[src/rtl/cache_arbiter.sv]
// cache_arbiter: shares one physical-memory port between the I-cache and the
// D-cache. One line transfer at a time; the winner's command, address and
// writeback line are latched at grant and the memory response is routed back
// to the winner only.
//
// Build option: ARB_ROUND_ROBIN_EN. When defined, the arbiter alternates
// between the two caches if both request in the same IDLE cycle. When
// undefined, the D-cache always has priority over the I-cache.
module cache_arbiter #(
    parameter int ADDR_W = 16,
    parameter int LINE_W = 128
) (
    input  logic              clk,
    input  logic              rst,
    // I-cache side
    input  logic              i_read,
    input  logic [ADDR_W-1:0] i_address,
    output logic [LINE_W-1:0] i_rdata,
    output logic              i_resp,
    // D-cache side
    input  logic              d_read,
    input  logic              d_write,
    input  logic [ADDR_W-1:0] d_address,
    input  logic [LINE_W-1:0] d_wdata,
    output logic [LINE_W-1:0] d_rdata,
    output logic              d_resp,
    // memory side
    output logic              pmem_read,
    output logic              pmem_write,
    output logic [ADDR_W-1:0] pmem_address,
    output logic [LINE_W-1:0] pmem_wdata,
    input  logic [LINE_W-1:0] pmem_rdata,
    input  logic              pmem_resp,
    // status
    output logic              arb_busy
);

    localparam logic [1:0] IDLE    = 2'd0;
    localparam logic [1:0] SERVE_I = 2'd1;
    localparam logic [1:0] SERVE_D = 2'd2;

    // last_grant encoding: 0 = I-cache, 1 = D-cache
    localparam logic GRANT_I = 1'b0;
    localparam logic GRANT_D = 1'b1;

    logic [1:0]        state;
    logic [1:0]        state_next;
    logic [ADDR_W-1:0] addr_latch;
    logic [LINE_W-1:0] wdata_latch;
    logic              op_write;
    logic              last_grant;

    logic              d_req;
    logic              grant_i;
    logic              grant_d;
    logic              done;

    assign d_req = d_read | d_write;

    // Choose a winner in IDLE; only meaningful while state == IDLE.
    always_comb begin
        grant_i = 1'b0;
        grant_d = 1'b0;
        if (state == IDLE) begin
`ifdef ARB_ROUND_ROBIN_EN
            if (d_req && i_read) begin
                // Both waiting: hand the port to whoever did not have it last.
                grant_d = (last_grant == GRANT_I);
                grant_i = (last_grant == GRANT_D);
            end else begin
                grant_d = d_req;
                grant_i = i_read;
            end
`else
            // A stalled MEM stage has to drain before fetch may proceed.
            grant_d = d_req;
            grant_i = i_read & ~d_req;
`endif
        end
    end

    // A transfer finishes on the memory's completion pulse while serving.
    assign done = (state != IDLE) && pmem_resp;

    // Next-state logic: IDLE -> SERVE_x on grant, SERVE_x -> IDLE on completion.
    always_comb begin
        state_next = state;
        case (state)
            IDLE: begin
                if (grant_d)      state_next = SERVE_D;
                else if (grant_i) state_next = SERVE_I;
            end
            SERVE_I, SERVE_D: begin
                if (pmem_resp) state_next = IDLE;
            end
            default: state_next = IDLE;
        endcase
    end

    // State register and grant-time latches; cleared on completion so the
    // memory-side outputs read as zero whenever the arbiter is idle.
    always_ff @(posedge clk or posedge rst) begin
        if (rst) begin
            state       <= IDLE;
            addr_latch  <= '0;
            wdata_latch <= '0;
            op_write    <= 1'b0;
            last_grant  <= GRANT_I;
        end else begin
            state <= state_next;
            if (grant_d) begin
                addr_latch  <= d_address;
                wdata_latch <= d_wdata;
                // Write wins when both d_read and d_write are raised.
                op_write    <= d_write;
                last_grant  <= GRANT_D;
            end else if (grant_i) begin
                addr_latch  <= i_address;
                wdata_latch <= '0;
                op_write    <= 1'b0;
                last_grant  <= GRANT_I;
            end else if (done) begin
                addr_latch  <= '0;
                wdata_latch <= '0;
                op_write    <= 1'b0;
            end
        end
    end

    // Memory-side drive comes purely from the latches while serving.
    always_comb begin
        pmem_read    = (state != IDLE) && !op_write;
        pmem_write   = (state != IDLE) && op_write;
        pmem_address = addr_latch;
        pmem_wdata   = wdata_latch;
        arb_busy     = (state != IDLE);
    end

    // Route the completion back to the winner only; the other side sees zeros.
    always_comb begin
        i_resp  = (state == SERVE_I) && pmem_resp;
        d_resp  = (state == SERVE_D) && pmem_resp;
        i_rdata = i_resp ? pmem_rdata : '0;
        d_rdata = d_resp ? pmem_rdata : '0;
    end

endmodule

[config.mk]
export PLATFORM = sky130hd
export DESIGN_NAME = cache_arbiter
export DESIGN_NICKNAME = d
export VERILOG_FILES = /design/src/rtl/cache_arbiter.sv
export SDC_FILE = /design/constraint.sdc
export NUM_CORES = 1
export LEC_CHECK = 0
export BUFFER_PORTS_ARGS = -buffer_cell sky130_fd_sc_hd__buf_2
export CORE_AREA = 2 2 271 273
export CTS_CLUSTER_DIAMETER = 50
export DETAILED_ROUTE_END_ITERATION = 10
export DIE_AREA = 0 0 273 275
export GPL_TIMING_DRIVEN = 0
export PLACE_DENSITY_LB_ADDON = 0.12
export SYNTH_ARGS = -nofsm -noshare
export SYNTH_HDL_FRONTEND = slang
export SYNTH_SLANG_ARGS = --single-unit
[constraint.sdc]
create_clock -name clk -period 5.9 [get_ports clk]
set_input_delay 0.59 -clock clk [delete_from_list [all_inputs] [get_ports clk]]
set_output_delay 0.59 -clock clk [all_outputs]
set_load 0.02 [all_outputs]
==> summary.md, run 1 <==
| Metric | Value |
|---|---|
| Clk pwr share | 0.185 |
| Initial antenna violation count | 28 |
| Clock Latency Late Sink | 0.47 ns |
| Internal power | 0.00323 W |
| Most common cell after layout, fill and taps aside | buf_2 |
| Power Density | 501 nW/um2 |
| Drt initial violations | 401 |
| Worst EP arrival | 2.69 ns |
| Sw Pwr | 0.00308 W |
| Number of global-route vias before repair | 8869 |
| Dpl hpwl | 44200 um |
| Mapped cell area | 7240 um2 |
| Die Ht | 275 um |
| FMAX | 305 MHz |
| Final setup fails | 0 |
| Port Buffer Count | 697 |
| Worst Setup End Kind | output port |
| CTS root buf | clkbuf_16 |
| Post-placement cell area | 12000 um2 |
| CTS tree | yes |
| Hold Path Class | input pin to asynchronous set/reset pin |
| Combinational share of power | 0.545 |
| Worst setup endpoint | d_rdata[113] |
| Final nets | 1690 |
| Crit start category | flip-flop |
| Rel. slew slack | 0.547 |
| Die area | 75100 um2 |
| PostCTS Resize Cnt | 0 |
| Sw Share | 0.488 |
| Worst-path maximum fanout | 10 |
| ANT nets after route | 0 |
| Slowest CP cell | clkbuf_1 |
| FF+latch count, synth | 147 |
| Finished Cell Area | 12600 um2 |
| Synth warn | 0 |
| Period utilisation layout | 0.555 |
| Seq/Total Area, Yosys | 0.508 |
| Max-Cap Viols | 0 |
| Max Root-Sink Buffers | 2 |
| Worst path cell trace | inv_1 > ha_1 > clkbuf_1 > clkbuf_1 > and3_1 > buf_2 |
| Clock Skew | 0.0188 ns |
| Worst EP required | 5.31 ns |
| Static leakage | 7.98 nW |
| Critical Path Source | state[0] |
| Cells after Synth | 676 |
| Setup TNS | 0 ns |
| Vias post-DR | 8773 |
| Setup bufs post-CTS | 0 |
| # DRC | 0 |
| I/O pin count | 699 |
| P&R area growth vs syn | 74.1% |
| Die X | 273 um |
| RD Place Congestion | 0.879 |
| Worst hold slack | 0.180 ns |
| Initial Util | 0.100 |
| Reg2Reg Launch Point | state[0] |
| Core box area | 72300 um2 |
| Hold buffer count at cts | 0 |
| Tmin final | 3.28 ns |
| Sequential share of power | 0.271 |
| Worst R2R Path Depth | 7 |
| Syn nets | 973 |
| Largest net degree at the start of global routing | 82 |
| Layout cells sized above 1 | 0.544 |
| H-tree levels | 4 |
| CTS clock-pin slew for the worst setup and hold paths | 0.08 ns |
| Gr usage total | 0.134 |
| Synth cell types | 20 |
| Final hold vios | 0 |
| RSZ-0062 raised after global routing | no |
| R2R Setup Slk | 3.50 ns |
| Critical Path Max Stage Delay | 0.55 ns |
| Vias per cell | 3.69 |
| Rows | 99 |
| Slew Viols, Final | 0 |
| Worst-Margin Slew | 0.680 ns |
| Status | finished clean |
| Most frequent cells in the layout | buf_2 (723), and3_1 (256), dfrtp_1 (147) |
| WL/cell | 22.1 um |
| Num CTS Buffers | 17 |
| Critical setup path kind | flip-flop to output port |
| Syn Area/Cell | 10.7 um2 |
| Initial DRT Pass Iterations | 4 |
| Max VDD drop | 0.000218 V |
| Routed WL | 52700 um |
| Remaining global-route overflow | 0 |
| Most frequent cell on the critical path | clkbuf_1 |
| Global-route wire length before repair | 70600 um |
| Clk sinks | 147 |
| RR Endpoint | pmem_wdata[59] |
[per-stage QoR]
step	instances	power (W)	worst slack, ns	util
6_report	2378	0.00631	2.62	0.174
5_1_grt	2365	0.00676	2.39	0.174
4_1_cts	2365	0.00649	2.44	0.174
3_5_place_dp	2333	0.00526	2.65	0.165
3_3_place_gp	2332	0.00529	-1.39	0.165
2_1_floorplan	676	0.00372	1.36	-
[kinds of logic after synthesis]
| kind of cell | count (synthesis) | share of synthesized area |
|---|---|---|
| AOI/OAI and AO/OA | 167 | 0.197 |
| adders and majority gates | 3 | 0.00519 |
| DFF | 147 | 0.508 |
| and+or+nand+nor | 264 | 0.228 |
| buffers and inverters | 95 | 0.0607 |
[how the worst min path moves through the flow]
stage | to | slack (ns) | cells past startpoint
after floorplan | op_write | 0.48 | 1
after global placement | pmem_address[10] | 0.46 | 1
after detailed placement | pmem_address[0] | 0.46 | 1
after CTS | state[0] | 0.16 | 2
after global routing | pmem_wdata[91] | 0.20 | 2
final | pmem_wdata[91] | 0.18 | 2
[Yosys cell counts]
cell      instances  area share
a21oi_1           3      0.0021
and3_1          256        0.22
nor4bb_1          1      0.0014
dfrtp_1         147        0.51
o32ai_1           1      0.0012
buf_4             1      0.0010
buf_6             6      0.0093
nor2_1            1     0.00052
clkbuf_1         57       0.030
buf_2            26       0.018
inv_1             4      0.0021
a21o_1           17       0.018
a22o_1          145        0.18
nand2b_1          2      0.0017
nor2b_1           1     0.00087
clkbuf_2          1     0.00069
ha_1              3      0.0052
and2_1            2      0.0017
or3_1             1     0.00087
o21a_1            1      0.0010
[flip-flops by register name, summed over array words and instances (netlist names)]
signal        count
pmem_wdata      128
op_write          1
pmem_address     16
state             2
[power groups by stage]
stage | registers, W | clock network (W) | logic (W)
floorplan | 0.00228 | 0 | 0.00143
global placement | 0.00173 | 0 | 0.00356
detailed placement | 0.00172 | 0 | 0.00354
CTS | 0.00171 | 0.00123 | 0.00354
global route | 0.00178 | 0.00126 | 0.00373
finish | 0.00171 | 0.00117 | 0.00344
[per-layer routing]
metal,part of all wire,vias up,track usage
li1,-,4004,-
met1,0.37,4262,0.143
met2,0.53,439,0.252
met3,0.076,66,0.0417
met4,0.023,2,0.0358
met5,0.00025,-,0
[layout make-up]
cell class                      count  area [um2]
Antenna cell                       13        32.5
Inverter                            4        22.5
Tap cell                          959        1200
Multi-Input combinational cell    434        3120
Fill cell                        8317       59700
Sequential cell                   147        3680
Timing Repair Buffer              698        3520
Clock buffer                       18         439
Buffer                             91         424
Clock inverter                     14         168
[worst max-delay path, delay by kind of cell (launching register included)]
family / cells / cell delay [ns]
flip-flops: 1 / 0.41
buffers and inverters: 4 / 1.26
adder cells (fa/ha/maj): 1 / 0.24
AND/OR/NAND/NOR: 1 / 0.31
No activity file was read; power rests on OpenSTA's default activity.
==> run 2: changes to the inputs <==
==> constraint.sdc (replaced) <==
create_clock -name clk -period 3.2 [get_ports clk]
set_input_delay 0.32 -clock clk [delete_from_list [all_inputs] [get_ports clk]]
set_output_delay 0.32 -clock clk [all_outputs]
set_load 0.02 [all_outputs]
==> run 2 against run 1 <==
  * Sequential share of layout area down 0.090 points
  * Non-clock buffer count up 4
  * Utilization increased by 0.054 points
  * Combinational power increased by 87%
  * Setup slack got worse by 2.4 ns
  * Clock skew grew 0.0078 ns
  * Final cell count shrank 0.25%
  * Highest routed layer unchanged
==> summary.md, run 2 (synthesis gave the netlist of run 1 again) <==
| Metric | Value |
|---|---|
| Status | finished clean |
| Max VDD drop | 0.000396 V (+82%) |
| ANT nets after route | 0 (unchanged) |
| Die Ht | 275 um (unchanged) |
| CTS clock-pin slew for the worst setup and hold paths | 0.09 ns (about the same) |
| Global-route wire length before repair | 71800 um (+1.8%) |
| Vias per cell | 3.72 (+0.82%) |
| Clock Latency Late Sink | 0.47 ns (about the same) |
| CTS tree | yes |
| Max-Cap Viols | 0 (unchanged) |
| WL/cell | 22.5 um (+1.8%) |
| Most common cell after layout, fill and taps aside | buf_2 |
| DP Worst Slack | 0.335 ns (-2.32 ns) |
| Initial antenna violation count | 27 (-3.6%) |
| Post-route setup slack | 0.249 ns (-2.38 ns) |
| I/O pin count | 699 (unchanged) |
| Worst-path maximum fanout | 10 (unchanged) |
| Final hold vios | 0 (unchanged) |
| Max FFs per register | 128 (unchanged) |
| H-tree levels | 4 (unchanged) |
| Hold Path Class | input pin to flip-flop |
| Setup bufs post-CTS | 0 (unchanged) |
| Vias post-DR | 8823 (+0.57%) |
| Final nets | 1694 (+0.24%) |
| Rows | 99 (unchanged) |
| Worst-Margin Slew | 0.679 ns (-0.000551 ns) |
| Finished Cell Area | 12600 um2 (+0.31%) |
| Core box area | 72300 um2 (unchanged) |
| Routed length on met3 | 4060 um (+0.72%) |
| Dpl hpwl | 44500 um (+0.61%) |
| Clk sinks | 147 (unchanged) |
| Drt initial violations | 400 (-0.25%) |
| P&R area growth vs syn | 74.6% |
| Slew Viols, Final | 0 (unchanged) |
| Routed WL | 53500 um (+1.6%) |
| Port Buffer Count | 697 (unchanged) |
| Die area | 75100 um2 (unchanged) |
| Number of global-route vias before repair | 9084 (+2.4%) |
| Tmin final | 2.95 ns |
| Worst Setup End Kind | output port |
| CTS root buf | clkbuf_16 |
| Rel. slew slack | 0.546 (-0.000586) |
| Critical setup path kind | flip-flop to output port |
| Crit start category | flip-flop |
| Most frequent cells in the layout | buf_2 (723), and3_1 (256), dfrtp_1 (147) |
| DR top layer | met5 |
| Final setup fails | 0 (unchanged) |
| Power Density | 933 nW/um2 (+86%) |
| Largest net degree at the start of global routing | 37 (-55%) |
| Setup TNS | 0 ns (unchanged) |
| Remaining global-route overflow | 0 (unchanged) |
| Layout cells sized above 1 | 0.545 (+0.00129) |
| Initial DRT Pass Iterations | 4 (unchanged) |
| Worst EP required | 2.88 ns (-2.43 ns) |
| RSZ-0062 raised after global routing | no |
| Static leakage | 8.01 nW (+0.38%) |
| Max Root-Sink Buffers | 2 (unchanged) |
| Clock Skew | 0.0267 ns (+0.00783 ns) |
| Gr usage total | 0.136 (+0.00198) |
| Worst hold slack | 0.0550 ns (-0.125 ns) |
| Num CTS Buffers | 17 (unchanged) |
| FMAX | 339 MHz |
| Worst EP arrival | 2.63 ns (-0.06 ns) |
| # DRC | 0 (unchanged) |
| Period utilisation layout | 0.922 |
| WL met1 | 19600 um (+1.1%) |
| Initial Util | 0.100 (unchanged) |
| Metal2 WL | 28900 um (+3.1%) |
| Post-placement cell area | 12000 um2 (+0.41%) |
| RD Place Congestion | 0.898 (+2.1%) |
| Die X | 273 um (unchanged) |
## run 2: worst paths after layout
check | start | cells past startpoint | to | slack, ns
worst max register to register | state[0] | 7 | pmem_wdata[43] | 0.74
min in group asynchronous | rst | 3 | pmem_wdata[85] | 0.51
max in group asynchronous | rst | 6 | pmem_address[0] | 1.57
worst min register to register | pmem_address[13] | 1 | pmem_address[13] | 0.47
worst min-delay path | d_wdata[28] | 2 | pmem_wdata[28] | 0.05
worst max-delay path | state[0] | 6 | d_rdata[123] | 0.25
## run 2: per-stage QoR
stage                     total power, W  std cells   util
final                             0.0118       2372  0.175
after global routing              0.0126       2370  0.175
after CTS                         0.0121       2369  0.175
after detailed placement         0.00976       2336  0.166
after global placement           0.00982       2332  0.165
after floorplan                  0.00685        676      -
## run 2: timing repair
item,CTS,global route
hold buffers,1,0
gates resized for setup,0,3
endpoints found under the setup margin,0,8
endpoints found under the hold margin,26,0
## run 2: power by group
part | total, W | internal (W) | switching [W]
sequential | 0.00315 | 0.00270 | 0.000445
clock | 0.00223 | 0.00119 | 0.00104
combinational | 0.00642 | 0.00213 | 0.00429
total | 0.0118 | 0.00602 | 0.00577
## run 2: critical path, stage by stage, from the launching register on
cell and delay, ns:
dfrtp_1 0.42, inv_1 0.10, ha_1 0.26, clkbuf_1 0.47, clkbuf_1 0.42, and3_1 0.29
buf_2 0.19
## run 2: layout make-up
type,instances,area [um2]
Multi-Input combinational cell,434,3120
Sequential cell,147,3680
Tap cell,959,1200
Buffer,91,425
Clock inverter,15,185
Antenna cell,3,7.51
Fill cell,8301,59700
Inverter,4,18.8
Clock buffer,17,425
Timing Repair Buffer,702,3580
## run 2: per-layer routing
layer  global-route usage  vias to the layer above
met3               0.0458                       71
met4               0.0286                        2
li1                     -                     3996
met2                0.261                      457
met1                0.142                     4297
met5                    0                        -
